$ cat src/rtl/exc_ctrl_pkg.sv
// Shared definitions for the commit-point exception controller: the bit layout of
// exc_type, the default exception vector, the FSM state encoding, and helpers that
// convert between the exc_type layout and the priority-ordered layout.
package exc_ctrl_pkg;

    // Bit positions inside exc_type (and inside {int_happen, ms_exc}).
    localparam int EXC_INT  = 7;
    localparam int EXC_RINE = 6;
    localparam int EXC_RDAE = 5;
    localparam int EXC_ADES = 4;
    localparam int EXC_SYS  = 3;
    localparam int EXC_BP   = 2;
    localparam int EXC_RI   = 1;
    localparam int EXC_OV   = 0;

    localparam logic [31:0] EXC_VECTOR_DEFAULT = 32'hbfc00380;

    typedef enum logic {
        S_IDLE     = 1'b0,
        S_REDIRECT = 1'b1
    } exc_state_e;

    // Reorder an exc_type-layout vector so bit 7 is the highest priority source:
    // int > rine > ri > sys > bp > ov > rdae > ades.
    function automatic logic [7:0] to_prio_order(input logic [7:0] raw);
        return {raw[EXC_INT], raw[EXC_RINE], raw[EXC_RI], raw[EXC_SYS],
                raw[EXC_BP],  raw[EXC_OV],   raw[EXC_RDAE], raw[EXC_ADES]};
    endfunction

    // Inverse of to_prio_order: map a priority-ordered grant back to exc_type layout.
    function automatic logic [7:0] from_prio_order(input logic [7:0] gnt);
        logic [7:0] res;
        res           = 8'h00;
        res[EXC_INT]  = gnt[7];
        res[EXC_RINE] = gnt[6];
        res[EXC_RI]   = gnt[5];
        res[EXC_SYS]  = gnt[4];
        res[EXC_BP]   = gnt[3];
        res[EXC_OV]   = gnt[2];
        res[EXC_RDAE] = gnt[1];
        res[EXC_ADES] = gnt[0];
        return res;
    endfunction

endpackage

$ cat src/rtl/exc_ctrl_prio_enc.sv
// exc_prio_enc: 8-bit fixed-priority one-hot encoder, bit 7 has highest priority.
module exc_prio_enc (
    input  logic [7:0] req,
    output logic [7:0] gnt
);

    // Grant the highest set request bit; no request gives an all-zero grant.
    always_comb begin
        gnt = 8'h00;
        casez (req)
            8'b1???????: gnt = 8'b10000000;
            8'b01??????: gnt = 8'b01000000;
            8'b001?????: gnt = 8'b00100000;
            8'b0001????: gnt = 8'b00010000;
            8'b00001???: gnt = 8'b00001000;
            8'b000001??: gnt = 8'b00000100;
            8'b0000001?: gnt = 8'b00000010;
            8'b00000001: gnt = 8'b00000001;
            default:     gnt = 8'b00000000;
        endcase
    end

endmodule

$ cat src/rtl/exc_ctrl.sv
// Commit-point exception controller: picks the winning exception/interrupt/ERET of
// the committing instruction, pulses it to CP0 one cycle later, and holds a flush
// plus fetch redirect until fetch accepts the new PC.
module exc_ctrl
    import exc_ctrl_pkg::*;
#(
    parameter logic [31:0] EXC_VECTOR = EXC_VECTOR_DEFAULT
) (
    input  logic        clk,
    input  logic        rst,
    input  logic        ms_valid,
    input  logic [31:0] ms_pc,
    input  logic        ms_is_slot,
    input  logic [6:0]  ms_exc,
    input  logic [31:0] ms_bad_vaddr,
    input  logic        ms_eret,
    input  logic        int_happen,
    input  logic [31:0] cp0_epc,
    output logic [7:0]  exc_type,
    output logic [31:0] exc_pc,
    output logic        exc_is_slot,
    output logic [31:0] exc_bad_vaddr,
    output logic        eret,
    output logic        flush,
    output logic        commit_block,
    output logic        redirect_valid,
    output logic [31:0] redirect_pc,
    input  logic        redirect_ready
);

    exc_state_e  state_r, state_next_s;
    logic        event_s;
    logic [7:0]  prio_req_s;
    logic [7:0]  prio_gnt_s;
    logic [7:0]  win_type_s;
    logic        win_eret_s;
    logic [31:0] win_badv_s;
    logic [31:0] win_target_s;

    logic [7:0]  exc_type_r;
    logic        eret_r;
    logic [31:0] exc_pc_r;
    logic        exc_is_slot_r;
    logic [31:0] exc_bad_vaddr_r;
    logic [31:0] redirect_pc_r;

    assign prio_req_s = to_prio_order({int_happen, ms_exc});

    exc_prio_enc u_prio_enc (
        .req (prio_req_s),
        .gnt (prio_gnt_s)
    );

    // Winner decode: an ERET only wins when no exception or interrupt is present.
    always_comb begin
        event_s      = 1'b0;
        win_type_s   = from_prio_order(prio_gnt_s);
        win_eret_s   = 1'b0;
        win_badv_s   = 32'h0000_0000;
        win_target_s = EXC_VECTOR;
        if (state_r == S_IDLE) begin
            event_s = ms_valid && (int_happen || (|ms_exc) || ms_eret);
        end else begin
            event_s = 1'b0;
        end
        if (win_type_s == 8'h00) begin
            win_eret_s = ms_eret;
        end else begin
            win_eret_s = 1'b0;
        end
        if (win_type_s[EXC_RINE]) begin
            win_badv_s = ms_pc;
        end else if (win_type_s[EXC_RDAE] || win_type_s[EXC_ADES]) begin
            win_badv_s = ms_bad_vaddr;
        end else begin
            win_badv_s = 32'h0000_0000;
        end
        if (win_eret_s) begin
            win_target_s = cp0_epc;
        end else begin
            win_target_s = EXC_VECTOR;
        end
    end

    // Next-state logic: leave REDIRECT only once fetch has taken the new PC.
    always_comb begin
        state_next_s = state_r;
        case (state_r)
            S_IDLE: begin
                if (event_s) begin
                    state_next_s = S_REDIRECT;
                end else begin
                    state_next_s = S_IDLE;
                end
            end
            S_REDIRECT: begin
                if (redirect_ready) begin
                    state_next_s = S_IDLE;
                end else begin
                    state_next_s = S_REDIRECT;
                end
            end
            default: state_next_s = S_IDLE;
        endcase
    end

    // State register.
    always_ff @(posedge clk) begin
        if (rst) begin
            state_r <= S_IDLE;
        end else begin
            state_r <= state_next_s;
        end
    end

    // Capture the event: single-cycle CP0 pulse, plus context held through REDIRECT.
    always_ff @(posedge clk) begin
        if (rst) begin
            exc_type_r      <= 8'h00;
            eret_r          <= 1'b0;
            exc_pc_r        <= 32'h0000_0000;
            exc_is_slot_r   <= 1'b0;
            exc_bad_vaddr_r <= 32'h0000_0000;
            redirect_pc_r   <= 32'h0000_0000;
        end else if (event_s) begin
            exc_type_r      <= win_type_s;
            eret_r          <= win_eret_s;
            exc_pc_r        <= ms_pc;
            exc_is_slot_r   <= ms_is_slot;
            exc_bad_vaddr_r <= win_badv_s;
            redirect_pc_r   <= win_target_s;
        end else begin
            exc_type_r      <= 8'h00;
            eret_r          <= 1'b0;
        end
    end

    assign exc_type       = exc_type_r;
    assign eret           = eret_r;
    assign exc_pc         = exc_pc_r;
    assign exc_is_slot    = exc_is_slot_r;
    assign exc_bad_vaddr  = exc_bad_vaddr_r;
    assign redirect_pc    = redirect_pc_r;
    assign flush          = (state_r == S_REDIRECT);
    assign redirect_valid = (state_r == S_REDIRECT);
    // Blocking in the detect cycle itself keeps younger instructions from committing.
    assign commit_block   = (state_r == S_REDIRECT) || event_s;

endmodule

$ cat config.mk
export PLATFORM = sky130hd
export DESIGN_NAME = exc_ctrl
export DESIGN_NICKNAME = d
export VERILOG_FILES = /design/src/rtl/exc_ctrl_pkg.sv /design/src/rtl/exc_ctrl_prio_enc.sv /design/src/rtl/exc_ctrl.sv
export SDC_FILE = /design/constraint.sdc
export NUM_CORES = 1
export LEC_CHECK = 0
export CORE_UTILIZATION = 40
export CTS_CLUSTER_SIZE = 30
export DETAILED_ROUTE_END_ITERATION = 6
export PLACE_DENSITY_LB_ADDON = 0.05
export SKIP_CTS_REPAIR_TIMING = 1
export SYNTH_ARGS = -nofsm -noshare
export SYNTH_HDL_FRONTEND = slang
export SYNTH_SLANG_ARGS = --single-unit
export TNS_END_PERCENT = 20
$ cat constraint.sdc
create_clock -name clk -period 5.6 [get_ports clk]
set_clock_uncertainty 0.2 [all_clocks]
set_input_delay 1.12 -clock clk [delete_from_list [all_inputs] [get_ports clk]]
set_output_delay 1.12 -clock clk [all_outputs]
set_load 0.005 [all_outputs]
Word-level counts from Yosys, hierarchy flattened
Index checks and enable logic that the tools add are counted.
{"block": "totals", "reg_bits": 107, "in_bits": 110, "out_inout_bits": 109, "elab_cells": 33}
{"block": "op_classes", "eq_ne": 7, "n_mux": 9, "bitwise_logic": 2, "reduce_logical": 8}
{"operator": "2-to-1 mux 32 bit", "count": 3}
{"operator": "one-hot mux 8 bit (8 select lines)", "count": 1}
{"operator": "equality test 8 x 1 -> 1 bit (second input constant)", "count": 1}
{"operator": "logical NOT 8 bit", "count": 1}
{"operator": "equality test 7 x 1 -> 1 bit (second input constant)", "count": 1}
{"operator": "OR reduction 7 bit", "count": 1}
{"operator": "equality test 6 x 1 -> 1 bit (second input constant)", "count": 1}
{"operator": "equality test 5 x 1 -> 1 bit (second input constant)", "count": 1}
{"operator": "equality test 4 x 1 -> 1 bit (second input constant)", "count": 1}
{"operator": "logical OR 1 bit", "count": 4}
{"operator": "2-to-1 mux 1 bit", "count": 4}
{"operator": "equality test 3 x 1 -> 1 bit (second input constant)", "count": 1}
{"operator": "equality test 2 x 1 -> 1 bit (second input constant)", "count": 1}
{"operator": "NOT 1 bit", "count": 2}
{"operator": "one-hot mux 1 bit (2 select lines)", "count": 1}
{"operator": "OR reduction 2 bit", "count": 1}
{"operator": "logical AND 1 bit", "count": 1}

Longest topological paths before layout
Gate-level depths: netlist of run 1.
{"block": "logic_depth", "depth_word": 7, "ltp_mapped": 6, "ltp_nobuf": 4}

By module
From an unflattened synthesis of run 1, not the netlist that was laid out.
{"block": "unflattened", "hier_cells": 477, "hier_area_um2": 3998.8}
{"module": "exc_ctrl", "n_inst": 1, "cells_per_inst": 467, "area_per_inst_um2": 3918.8, "seq_area_each_um2": 2142.1}
{"module": "exc_prio_enc", "n_inst": 1, "cells_per_inst": 10, "area_per_inst_um2": 80.1, "seq_area_each_um2": 0.0}

Least setup slack after synthesis of run 1
Ideal clock, no wire load.
{"block": "synth_path", "path_type": "in2out", "start": "input port ms_exc[3]", "end": "output port commit_block", "t_arrival_ns": 1.810, "t_required_ns": 4.280, "setup_slack_ns": 2.470, "cell_stages": 3, "path_buffers": 0, "cell_sequence": "nor4_1 > nand3_1 > a21o_1"}
{"block": "synth_via", "elab_chain_cells": 6}
{"item": "start, declared", "line_no": "exc_ctrl.sv:14", "source": "input logic [6:0] ms_exc,"}
{"item": "OR reduction 7 bit", "line_no": "exc_ctrl.sv:62", "source": "event_s = ms_valid && (int_happen || (|ms_exc) || ms_eret);"}
{"item": "logical OR 1 bit (2 in a row)", "line_no": "exc_ctrl.sv:62"}
{"item": "logical AND 1 bit", "line_no": "exc_ctrl.sv:62"}
{"item": "2-to-1 mux 1 bit", "line_no": "exc_ctrl.sv:61", "source": "if (state_r == S_IDLE) begin"}
{"item": "logical OR 1 bit", "line_no": "exc_ctrl.sv:147", "source": "assign commit_block = (state_r == S_REDIRECT) || event_s;"}
{"item": "end, declared", "line_no": "exc_ctrl.sv:25", "source": "output logic commit_block,"}
Every way passes these cells.

Worst setup path in the final report of run 1
{"block": "layout_path", "start": "input port ms_exc[1]", "end": "output port commit_block"}
Same word-level chain as after synthesis.

==> Implementation_results.wiki, run 1 <==
{| class="wikitable"
! Metric !! Value
|-
| Startpoint of the most critical hold path || exc_is_slot$_SDFFE_PP0P_
|-
| Share of Yosys cell area claimed by the top area cell type || 0.540
|-
| Gate count after technology mapping || roughly 460
|-
| Post-Route Setup TNS || 0 ns
|-
| Starting Density || 0.421
|-
| Overall routing resource usage || 0.237
|-
| Via count of the first global-routing pass || ~3900
|-
| Number of H-tree levels || 3
|-
| Number of design-rule violations left by the first detailed-router iteration || 143
|-
| Net count, final || between 700 and 800
|-
| Die boundary height || 102 µm
|-
| Number of nets in the synthesized netlist || 569
|-
| Total of max-cap violations || 0
|-
| Avg WL per Cell || 15.8 µm
|-
| Placer Congestion || 0.783
|-
| Count of different cell masters after synthesis || 30
|-
| CP Data Required Time || 4.28 ns
|-
| Shortest period the worst path allows || 4.36 ns
|-
| Crit Path Category || primary input to output pin
|-
| Number of antenna violations at the first check in global routing || 0
|-
| Routed WL || 12500 µm
|-
| Std cell rows || 35
|-
| Synth area leader || sky130_fd_sc_hd__dfxtp_1
|-
| CTS tree || built
|-
| Total via count after detailed routing || 4048
|-
| Die Outline Area || 0.0103 mm²
|-
| Critical Path Source Type || primary input
|-
| TritonCTS sink count || ~110
|-
| Synth warnings || 0
|-
| Synth area leaders || sky130_fd_sc_hd__dfxtp_1 54%, sky130_fd_sc_hd__nand2_1 8.1%, sky130_fd_sc_hd__a221oi_1 7.1%, sky130_fd_sc_hd__nor2_1 4.5%, sky130_fd_sc_hd__a21oi_1 4.3%
|-
| Syn avg cell area || 8.64 µm²
|-
| Clock transition at the registers of the reported paths || about 0.090 ns
|-
| Final worst-path setup slack || 1.24 ns
|-
| Crit path DAT || approximately 3.0 ns
|-
| Unrepaired setup endpoints after global routing || false
|-
| Die X || between 100 and 150 µm
|-
| Final ANT Viol Nets || 0
|-
| Actual transition at the worst max-transition pin || 1.09 ns
|-
| Final setup violation count || 0
|-
| Post-detailed-route via-to-cell ratio || 5.13
|-
| Clock Tree Buf Depth || 2
|-
| Max Transition Viols Final || 0
|-
| Worst-case register-to-register setup slack || 3.09 ns
|-
| Buffer type at the clock tree root || sky130_fd_sc_hd__clkbuf_8
|-
| Final HPWL from detailed placement || roughly 8700 µm
|-
| Maximum fanout encountered on the critical timing path || 4
|-
| Run status || finished, final reports clean
|-
| Sequential share of the synthesized area || 0.540
|-
| Reg2Reg Launch Point || flush$_SDFF_PP0_
|-
| FF-to-FF End || exc_pc[12]$_SDFFE_PP0P_
|-
| Slew HR || 0.275
|-
| Maximum number of pins on one net before global-route repair || 75
|-
| Upper clock frequency limit || 0.229 GHz
|-
| Leakage power || 2.42 nW
|-
| TritonCTS Buffers || 9
|-
| Post-route clock period utilization || 0.779
|-
| Count of filler cells inserted in the layout || around 800
|-
| Count of antenna diodes in the layout || 0
|-
| Worst hold stages || 2
|-
| Length of the first detailed-routing pass in iterations || 4
|-
| Remaining global-route overflow || 0
|-
| Later-pin clock latency in the skew report || between 0.3 and 0.4 ns
|-
| Endpoint, Worst Hold || exc_is_slot$_SDFFE_PP0P_
|-
| Pre-CTS worst setup slack || 1.24 ns
|-
| Worst reg2reg path depth || 5
|-
| Proportion of layout cells with a drive suffix above 1 || 0.0470
|-
| Growth of design area from synthesis to finish || 61.9%
|-
| Cell area after synthesis || around 0.004 mm²
|-
| Register bit count reported by yosys || 107
|-
| Power Density || 250 mW/mm²
|-
| Number of endpoints with negative hold slack in the final report || 0
|-
| Total DRC errors in the routed layout || 0
|-
| Count of buffers from port buffering || 218
|-
| Type of destination of the critical path || output pin
|-
| Global-route wire length before repair || roughly 19000 µm
|-
| Core Region || 0.00942 mm²
|-
| Worst Hold Class || flip-flop to flip-flop
|-
| Worst voltage drop across the vdd grid || 0.000133 V
|-
| Number of ports placed on the die boundary || 219
|}
cells in the final DEF, fill, tap and decap left out, types with 2 or more instances in the layout:
master and n:
sky130_fd_sc_hd__a221oi_1 32, sky130_fd_sc_hd__o22ai_1 12, sky130_fd_sc_hd__a21oi_1 34, sky130_fd_sc_hd__nor4_1 2, sky130_fd_sc_hd__buf_4 8, sky130_fd_sc_hd__nor2_1 48
sky130_fd_sc_hd__clkdlybuf4s50_1 217, sky130_fd_sc_hd__nand3b_1 20, sky130_fd_sc_hd__inv_1 2, sky130_fd_sc_hd__nand3_1 21, sky130_fd_sc_hd__nand2b_1 2, sky130_fd_sc_hd__nor3_1 33
sky130_fd_sc_hd__nand2_1 86, sky130_fd_sc_hd__and2_1 4, sky130_fd_sc_hd__clkbuf_8 11, sky130_fd_sc_hd__dfxtp_1 107
how the worst max path moves through the flow:
stage | depth (start not counted) | to | slack, ns | startpoint
floorplan | 3 | commit_block | 2.47 | ms_exc[3]
global placement | 5 | commit_block | 1.30 | ms_exc[1]
detailed placement | 5 | commit_block | 1.24 | ms_exc[1]
CTS | 5 | commit_block | 1.24 | ms_exc[1]
global route | 5 | commit_block | 1.20 | ms_exc[1]
finish | 5 | commit_block | 1.24 | ms_exc[1]
registers in the layout, summed over array words and instances (netlist names):
register and flops:
exc_is_slot 1, redirect_pc 32, exc_pc 32, eret 1, exc_type 8, exc_bad_vaddr 32, flush 1
cells by family (layout without fill, tap and decap cells):
family	after synthesis	count (layout)	synth area share
AO/OA/AOI/OAI	81	81	0.141
buffers and inverters	43	244	0.0470
flip-flops	107	107	0.540
AND/OR/NAND/NOR	228	228	0.272
metrics by stage:
step	instance area (µm²)	power [W]	std cells	util	hold slack, ns
floorplan	3970	0.000943	459	-	0.253
global placement	6210	0.00113	773	0.660	0.241
detailed placement	6210	0.00113	773	0.660	0.247
CTS	6420	0.00162	789	0.682	0.261
global route	6420	0.00168	789	0.682	0.281
finish	6420	0.00161	789	0.682	0.258
layer usage:
metal | global-route usage | vias up | share of wire
met3 | 0.0649 | 10 | 0.076
met4 | 0.0669 | 0 | 0.012
met5 | 0 | - | 0
li1 | - | 1997 | -
met1 | 0.295 | 1900 | 0.41
met2 | 0.402 | 141 | 0.50
cell type report:
| class | instances | area (µm²) | area share |
|---|---|---|---|
| clock inverters | 5 | 60.1 | 0.00935 |
| well taps | 129 | 161 | 0.0251 |
| repair buffers | 226 | 2240 | 0.348 |
| inverters | 2 | 7.51 | 0.00117 |
| multi-input cells | 309 | 1660 | 0.259 |
| flip-flops and latches | 107 | 2140 | 0.334 |
| clock buffers | 11 | 151 | 0.0236 |
power breakdown:
| group | internal (W) | total [W] | switching [W] |
|---|---|---|---|
| Sequential | 0.000801 | 0.000821 | 0.0000205 |
| Clock | 0.000233 | 0.000492 | 0.000259 |
| Combinational | 0.000174 | 0.000294 | 0.000120 |
| Total | 0.00121 | 0.00161 | 0.000399 |
worst max-delay path: stages:
cell                              delay, ns
sky130_fd_sc_hd__clkdlybuf4s50_1       0.45
sky130_fd_sc_hd__nor4_1                0.68
sky130_fd_sc_hd__nand3_1               0.14
sky130_fd_sc_hd__a21o_1                0.21
sky130_fd_sc_hd__clkdlybuf4s50_1       0.44
cell usage after synthesis:
| cell | instances |
|---|---|
| sky130_fd_sc_hd__dfxtp_1 | 107 |
| sky130_fd_sc_hd__nand2_1 | 86 |
| sky130_fd_sc_hd__nor2_1 | 48 |
| sky130_fd_sc_hd__a21oi_1 | 34 |
| sky130_fd_sc_hd__nor3_1 | 33 |
| sky130_fd_sc_hd__a221oi_1 | 32 |
| sky130_fd_sc_hd__clkbuf_1 | 24 |
| sky130_fd_sc_hd__nand3_1 | 21 |
| sky130_fd_sc_hd__nand3b_1 | 20 |
| sky130_fd_sc_hd__o22ai_1 | 12 |
| sky130_fd_sc_hd__buf_2 | 11 |
| sky130_fd_sc_hd__and2_1 | 4 |
| sky130_fd_sc_hd__buf_1 | 3 |
| sky130_fd_sc_hd__buf_4 | 3 |
| sky130_fd_sc_hd__nor4_1 | 3 |
| sky130_fd_sc_hd__inv_1 | 2 |
| sky130_fd_sc_hd__nand2b_1 | 2 |
| sky130_fd_sc_hd__nor2b_1 | 2 |
| sky130_fd_sc_hd__a21o_1 | 1 |
| sky130_fd_sc_hd__a31oi_1 | 1 |
| sky130_fd_sc_hd__and3_1 | 1 |
| sky130_fd_sc_hd__and3b_1 | 1 |
| sky130_fd_sc_hd__and4b_1 | 1 |
| sky130_fd_sc_hd__nand4_1 | 1 |
| sky130_fd_sc_hd__nor3b_1 | 1 |
| sky130_fd_sc_hd__nor4_4 | 1 |
| sky130_fd_sc_hd__o31ai_4 | 1 |
| sky130_fd_sc_hd__or3_1 | 1 |
| sky130_fd_sc_hd__or4_1 | 1 |
| sky130_fd_sc_hd__or4_4 | 1 |
No activity file was read; power rests on OpenSTA's default activity.
==> run 2: changes to the inputs <==
--- a/config.mk
+++ b/config.mk
@@ -5,7 +5,7 @@
 export SDC_FILE = /design/constraint.sdc
 export NUM_CORES = 1
 export LEC_CHECK = 0
-export CORE_UTILIZATION = 40
+export CORE_UTILIZATION = 39
 export CTS_CLUSTER_SIZE = 30
 export DETAILED_ROUTE_END_ITERATION = 6
 export PLACE_DENSITY_LB_ADDON = 0.05
==> constraint.sdc (replaced) <==
create_clock -name clk -period 4.2 [get_ports clk]
set_clock_uncertainty 0.2 [all_clocks]
set_input_delay 0.84 -clock clk [delete_from_list [all_inputs] [get_ports clk]]
set_output_delay 0.84 -clock clk [all_outputs]
set_load 0.005 [all_outputs]
==> run 2 against run 1 <==
  * Sequential power is 33% higher
  * Die area is 2.5% higher
  * Total power is 31% higher
  * Combinational power is 34% higher
  * Non-clock buffer count is 2 higher
  * Final cell count is 0.76% higher
  * Utilization is 2.6 points lower
  * Critical path depth is 1 higher
  * Final area is 0.27% higher
  * Count of clock-buffer cells in the layout stayed put
  * Critical endpoint unchanged
==> Implementation_results.wiki, run 2 (synthesis results as in run 1) <==
{| class="wikitable"
! Metric !! Value
|-
| Number of design-rule violations left by the first detailed-router iteration || 141 (-1.4%)
|-
| Sequential cell area in the final layout || 0.00214 mm² (unchanged)
|-
| Placer Congestion || 0.805 (+2.8%)
|-
| Actual transition at the worst max-transition pin || 0.791 ns (-0.297 ns)
|-
| Buffer type at the clock tree root || sky130_fd_sc_hd__clkbuf_8
|-
| Number of antenna violations at the first check in global routing || 0 (unchanged)
|-
| Total of max-cap violations || 0 (unchanged)
|-
| Shortest period the worst path allows || 3.57 ns
|-
| Switching Fraction || 0.262 (+0.0135)
|-
| CTS tree || built
|-
| Clock power share || 0.295 (-0.011)
|-
| Final setup violation count || 0 (unchanged)
|-
| Final HPWL from detailed placement || 8660 µm (-0.79%)
|-
| Sequence of cells on the critical path || clkdlybuf4s50_1, nor4_1, buf_4, nand3_1, a21o_1, clkdlybuf4s50_1
|-
| Length of the first detailed-routing pass in iterations || 5 (+1)
|-
| Growth of design area from synthesis to finish || 62.3%
|-
| Count of antenna diodes in the layout || 0 (unchanged)
|-
| Worst voltage drop across the vdd grid || 0.000158 V (+19%)
|-
| Proportion of layout cells with a drive suffix above 1 || 0.0498 (+0.00288)
|-
| Post-detailed-route via-to-cell ratio || 5.13 (about the same)
|-
| Number of ports placed on the die boundary || 219 (unchanged)
|-
| TritonCTS sink count || 107 (unchanged)
|-
| Net count, final || 767 (+0.26%)
|-
| Worst-case register-to-register setup slack || 2.32 ns (-0.77 ns)
|-
| Maximum number of pins on one net before global-route repair || 71 (-5.3%)
|-
| CP max stage delay || 0.45 ns (-0.23 ns)
|-
| Routed WL || 12500 µm (+0.25%)
|-
| Worst Hold Class || flip-flop to flip-flop
|-
| Cell repeated most along the worst path || sky130_fd_sc_hd__clkdlybuf4s50_1
|-
| Final worst-path setup slack || 0.626 ns (-0.609 ns)
|-
| Final ANT Viol Nets || 0 (unchanged)
|-
| Post-Route Setup TNS || 0 ns (unchanged)
|-
| Number of endpoints with negative hold slack in the final report || 0 (unchanged)
|-
| Power Density || 328 mW/mm² (+31%)
|-
| TritonCTS Buffers || 9 (unchanged)
|-
| Post-route clock period utilization || 0.851
|-
| Finished Layout Cells || 795 (+0.76%)
|-
| Die X || 103 µm (+1.3%)
|-
| Pre-CTS worst setup slack || 0.618 ns (-0.619 ns)
|-
| Upper clock frequency limit || 0.280 GHz
|-
| Count of buffers from port buffering || 218 (unchanged)
|-
| Via count of the first global-routing pass || 3874 (+0.31%)
|-
| Later-pin clock latency in the skew report || 0.35 ns (about the same)
|-
| Die boundary height || 103 µm (+1.3%)
|-
| Switching power || 0.000553 W (+39%)
|-
| Clock Tree Buf Depth || 2 (unchanged)
|-
| Gate power share || 0.187 (+0.004)
|-
| Most frequent cells in the layout || 217 x sky130_fd_sc_hd__clkdlybuf4s50_1, 107 x sky130_fd_sc_hd__dfxtp_1, 86 x sky130_fd_sc_hd__nand2_1
|-
| Core Region || 0.00982 mm² (+4.3%)
|-
| Overall routing resource usage || 0.232 (-0.00505)
|-
| Total via count after detailed routing || 4081 (+0.82%)
|-
| Maximum fanout encountered on the critical timing path || 4 (unchanged)
|-
| Unrepaired setup endpoints after global routing || false
|-
| Number of H-tree levels || 3 (unchanged)
|-
| Post-Place Cell Area || 0.00624 mm² (+0.52%)
|-
| Non-Filler Cell Area, Final || 0.00644 mm² (+0.27%)
|-
| Leakage power || 2.43 nW (+0.31%)
|-
| Die Outline Area || 0.0106 mm² (+2.5%)
|-
| CP Data Required Time || 3.16 ns (-1.12 ns)
|-
| Clock transition at the registers of the reported paths || 0.11 ns (+0.02 ns)
|-
| Avg WL per Cell || 15.7 µm (-0.51%)
|-
| Starting Density || 0.404 (-0.0173)
|-
| Slew HR || 0.473 (+0.198)
|-
| Worst hold-check slack || 0.261 ns (+0.00231 ns)
|-
| Count of filler cells inserted in the layout || 871 (+9.3%)
|-
| Cell with the largest stage delay on the worst path || sky130_fd_sc_hd__clkdlybuf4s50_1
|-
| Std cell rows || 36 (+2.9%)
|-
| Total DRC errors in the routed layout || 0 (unchanged)
|-
| Crit path DAT || 2.53 ns (-0.51 ns)
|-
| Global-route wire length before repair || 18800 µm (-1.3%)
|-
| Seq pwr share || 0.518 (+0.007)
|-
| Max Transition Viols Final || 0 (unchanged)
|-
| Crit Path Category || primary input to output pin
|-
| Instance count after placement with tap cells included || 779 (+0.78%)
|-
| Run status || finished, final reports clean
|-
| Most common cell after layout, fill and taps aside || sky130_fd_sc_hd__clkdlybuf4s50_1
|-
| Internal power || 0.00156 W (+29%)
|-
| Area taken by multi-input logic gates || 0.00166 mm² (unchanged)
|-
| Critical Path Source Type || primary input
|-
| Remaining global-route overflow || 0 (unchanged)
|-
| Type of destination of the critical path || output pin
|}
[run 2: worst paths after layout]
path | from | end | cells after the start
min reg2reg | exc_pc[9]$_SDFFE_PP0P_ | exc_pc[9]$_SDFFE_PP0P_ | 2
min | exc_pc[9]$_SDFFE_PP0P_ | exc_pc[9]$_SDFFE_PP0P_ | 2
max | ms_exc[1] | commit_block | 6
max reg2reg | flush$_SDFF_PP0_ | redirect_pc[7]$_SDFFE_PP0P_ | 4
[run 2: stage by stage]
stage	total power, W	util
2_1_floorplan	0.00126	-
3_3_place_gp	0.00151	0.636
3_5_place_dp	0.00151	0.636
4_1_cts	0.00213	0.656
5_1_grt	0.00222	0.656
6_report	0.00211	0.656
[run 2: final cells by class]
type	count	share of cell area
flip-flops and latches	107	0.333
inverters	2	0.00117
clock buffers	11	0.0235
repair buffers	228	0.352
multi-input cells	309	0.258
clock inverters	5	0.00700
well taps	133	0.0258
[run 2: power by group through the flow]
stage,Clock [W],Sequential (W),Combinational (W)
after floorplan,0,0.00112,0.000136
after global placement,0,0.00112,0.000390
after detailed placement,0,0.00112,0.000395
after CTS,0.000642,0.00109,0.000397
after global routing,0.000684,0.00110,0.000430
final,0.000622,0.00109,0.000395
[run 2: critical path, delay by kind of cell]
family / cells / cell delay, ns
buffers and inverters: 3 / 1.10
AOI/OAI and AO/OA: 1 / 0.18
and+or+nand+nor: 2 / 0.42
[run 2: per-layer routing]
metal,global-route usage,vias up,wire length [µm]
met3,0.0671,37,1040
li1,-,1994,-
met4,0.109,0,350
met5,0,-,0
met1,0.269,1894,4990
met2,0.395,156,6130
==> run 3: changes to the inputs <==
--- a/config.mk
+++ b/config.mk
@@ -8,7 +8,7 @@
 export CORE_UTILIZATION = 39
 export CTS_CLUSTER_SIZE = 30
 export DETAILED_ROUTE_END_ITERATION = 6
-export PLACE_DENSITY_LB_ADDON = 0.05
+export PLACE_DENSITY = 0.82
 export SKIP_CTS_REPAIR_TIMING = 1
 export SYNTH_ARGS = -nofsm -noshare
 export SYNTH_HDL_FRONTEND = slang
==> run 3 against run 2 <==
  * Die area is the same
  * Via count increased by 0.64%
  * Worst setup slack got worse by 0.019 ns
==> Implementation_results.wiki, run 3 (synthesis results as in run 1) <==
{| class="wikitable"
! Metric !! Value
|-
| Net count, final || 767 (unchanged)
|-
| Final worst-path setup slack || 0.607 ns (-0.0189 ns)
|-
| Critical Path Source Type || primary input
|-
| Growth of design area from synthesis to finish || 62.1%
|-
| Cell with the largest stage delay on the worst path || sky130_fd_sc_hd__clkdlybuf4s50_1
|-
| Die X || 103 µm (unchanged)
|-
| Most frequent cells in the layout || 217 x sky130_fd_sc_hd__clkdlybuf4s50_1, 107 x sky130_fd_sc_hd__dfxtp_1, 86 x sky130_fd_sc_hd__nand2_1
|-
| Total via count after detailed routing || 4107 (+0.64%)
|-
| Most common cell after layout, fill and taps aside || sky130_fd_sc_hd__clkdlybuf4s50_1
|-
| Maximum fanout encountered on the critical timing path || 5 (+1)
|-
| Count of filler cells inserted in the layout || 831 (-4.6%)
|-
| Starting Density || 0.404 (unchanged)
|-
| Number of endpoints with negative hold slack in the final report || 0 (unchanged)
|-
| Die boundary height || 103 µm (unchanged)
|-
| Count of antenna diodes in the layout || 0 (unchanged)
|-
| Number of H-tree levels || 3 (unchanged)
|-
| Pre-CTS worst setup slack || 0.609 ns (-0.00906 ns)
|-
| TritonCTS sink count || 107 (unchanged)
|-
| Clock Tree Buf Depth || 2 (unchanged)
|-
| Routed WL || 12400 µm (-0.54%)
|-
| Post-detailed-route via-to-cell ratio || 5.17 (+0.64%)
|-
| Final HPWL from detailed placement || 8960 µm (+3.4%)
|-
| Type of destination of the critical path || output pin
|-
| Bufs and invs on worst path || 3 (unchanged)
|-
| Area taken by multi-input logic gates || 0.00166 mm² (unchanged)
|-
| Later-pin clock latency in the skew report || 0.35 ns (about the same)
|-
| Crit Path Category || primary input to output pin
|-
| Overall routing resource usage || 0.227 (-0.00478)
|-
| Final setup violation count || 0 (unchanged)
|-
| CTS tree || built
|-
| Via count of the first global-routing pass || 3931 (+1.5%)
|-
| Sequential cell area in the final layout || 0.00214 mm² (unchanged)
|-
| Avg WL per Cell || 15.7 µm (-0.54%)
|-
| Number of ports placed on the die boundary || 219 (unchanged)
|-
| Number of design-rule violations left by the first detailed-router iteration || 101 (-28%)
|-
| Upper clock frequency limit || 0.278 GHz (-0.53%)
|-
| Total DRC errors in the routed layout || 0 (unchanged)
|-
| Leakage power || 2.43 nW (about the same)
|-
| Max Transition Viols Final || 0 (unchanged)
|-
| Cell repeated most along the worst path || sky130_fd_sc_hd__clkdlybuf4s50_1
|-
| Remaining global-route overflow || 0 (unchanged)
|-
| Core Region || 0.00982 mm² (unchanged)
|-
| Run status || finished, final reports clean
|-
| TritonCTS Buffers || 9 (unchanged)
|-
| Placer Congestion || 0.797 (-0.98%)
|-
| Power Density || 329 mW/mm² (+0.25%)
|-
| Number of antenna violations at the first check in global routing || 0 (unchanged)
|-
| Proportion of layout cells with a drive suffix above 1 || 0.0483 (-0.00151)
|-
| Dominant delay contributor by cell family on the critical path || buffers and inverters
|-
| Buffer type at the clock tree root || sky130_fd_sc_hd__clkbuf_8
|-
| Maximum number of pins on one net before global-route repair || 60 (-15%)
|-
| Std cell rows || 36 (unchanged)
|-
| Global-route wire length before repair || 18700 µm (-0.48%)
|-
| CP max stage delay || 0.51 ns (+0.06 ns)
|-
| Worst Hold Class || flip-flop to flip-flop
|-
| Die Outline Area || 0.0106 mm² (unchanged)
|-
| Power Total || 0.00211 W (about the same)
|-
| Slew HR || 0.357 (-0.116)
|-
| Post-Route Setup TNS || 0 ns (unchanged)
|-
| Worst voltage drop across the vdd grid || 0.000194 V (+23%)
|-
| Crit path DAT || 2.55 ns (+0.02 ns)
|-
| Unrepaired setup endpoints after global routing || false
|-
| Sequence of cells on the critical path || clkdlybuf4s50_1, nor4_1, buf_4, nand3_1, a21o_1, clkdlybuf4s50_1
|-
| Length of the first detailed-routing pass in iterations || 6 (+1)
|-
| Final ANT Viol Nets || 0 (unchanged)
|-
| Total of max-cap violations || 0 (unchanged)
|-
| Count of buffers from port buffering || 218 (unchanged)
|-
| Actual transition at the worst max-transition pin || 0.965 ns (+0.174 ns)
|-
| Clock transition at the registers of the reported paths || 0.09 ns (-0.02 ns)
|-
| Post-route clock period utilization || 0.855 (+0.00451)
|-
| Shortest period the worst path allows || 3.59 ns (+0.0189 ns)
|-
| CP Data Required Time || 3.16 ns (about the same)
|}
-- run 3: changes by cell type in the layout (fill, tap and decap cells not counted), sizes merged --
cell	previous run	this run
inv	4	5
clkbuf	11	10
bufinv	0	1
clkinvlp	1	0
-- run 3: stage by stage --
| step | util | instance area (µm²) | instances | hold WS [ns] |
|---|---|---|---|---|
| finish | 0.655 | 6430 | 795 | 0.259 |
| global route | 0.655 | 6430 | 795 | 0.281 |
| global placement | 0.634 | 6230 | 779 | 0.241 |
| detailed placement | 0.634 | 6230 | 779 | 0.246 |
| CTS | 0.655 | 6430 | 795 | 0.260 |
| floorplan | - | 3970 | 459 | 0.253 |
-- run 3: worst paths after layout --
| path | from | to | slack [ns] | cells past startpoint |
|---|---|---|---|---|
| min | exc_pc[9]$_SDFFE_PP0P_ | exc_pc[9]$_SDFFE_PP0P_ | 0.26 | 2 |
| min reg2reg | exc_pc[9]$_SDFFE_PP0P_ | exc_pc[9]$_SDFFE_PP0P_ | 0.26 | 2 |
| max | ms_exc[0] | commit_block | 0.61 | 6 |
| max reg2reg | flush$_SDFF_PP0_ | redirect_pc[31]$_SDFFE_PP0P_ | 2.30 | 4 |
-- run 3: final cells by class --
type	instances	area share
Clock buffer	10	0.0199
Clock inverter	6	0.0109
Inverter	2	0.00117
Multi-Input combinational cell	309	0.259
Sequential cell	107	0.333
Tap cell	133	0.0259
Timing Repair Buffer	228	0.350
-- run 3: power breakdown --
part	switching [W]	total (W)	internal, W
combinational	0.000159	0.000391	0.000233
sequential	0.0000273	0.00109	0.00107
clock	0.000344	0.000627	0.000283
total	0.000530	0.00211	0.00158
-- run 3: worst min-delay path: cells and delay by family (launching register included) --
family,cells,cell delay [ns]
AOI/OAI and AO/OA,1,0.05
and+or+nand+nor,1,0.05
DFF,1,0.32
-- run 3: metal layers --
| metal | global-route usage | vias up | routed length, µm |
|---|---|---|---|
| li1 | - | 2004 | - |
| met3 | 0.0841 | 18 | 1310 |
| met1 | 0.250 | 1905 | 4750 |
| met5 | 0 | - | 0 |
| met4 | 0.0899 | 0 | 226 |
| met2 | 0.397 | 180 | 6170 |
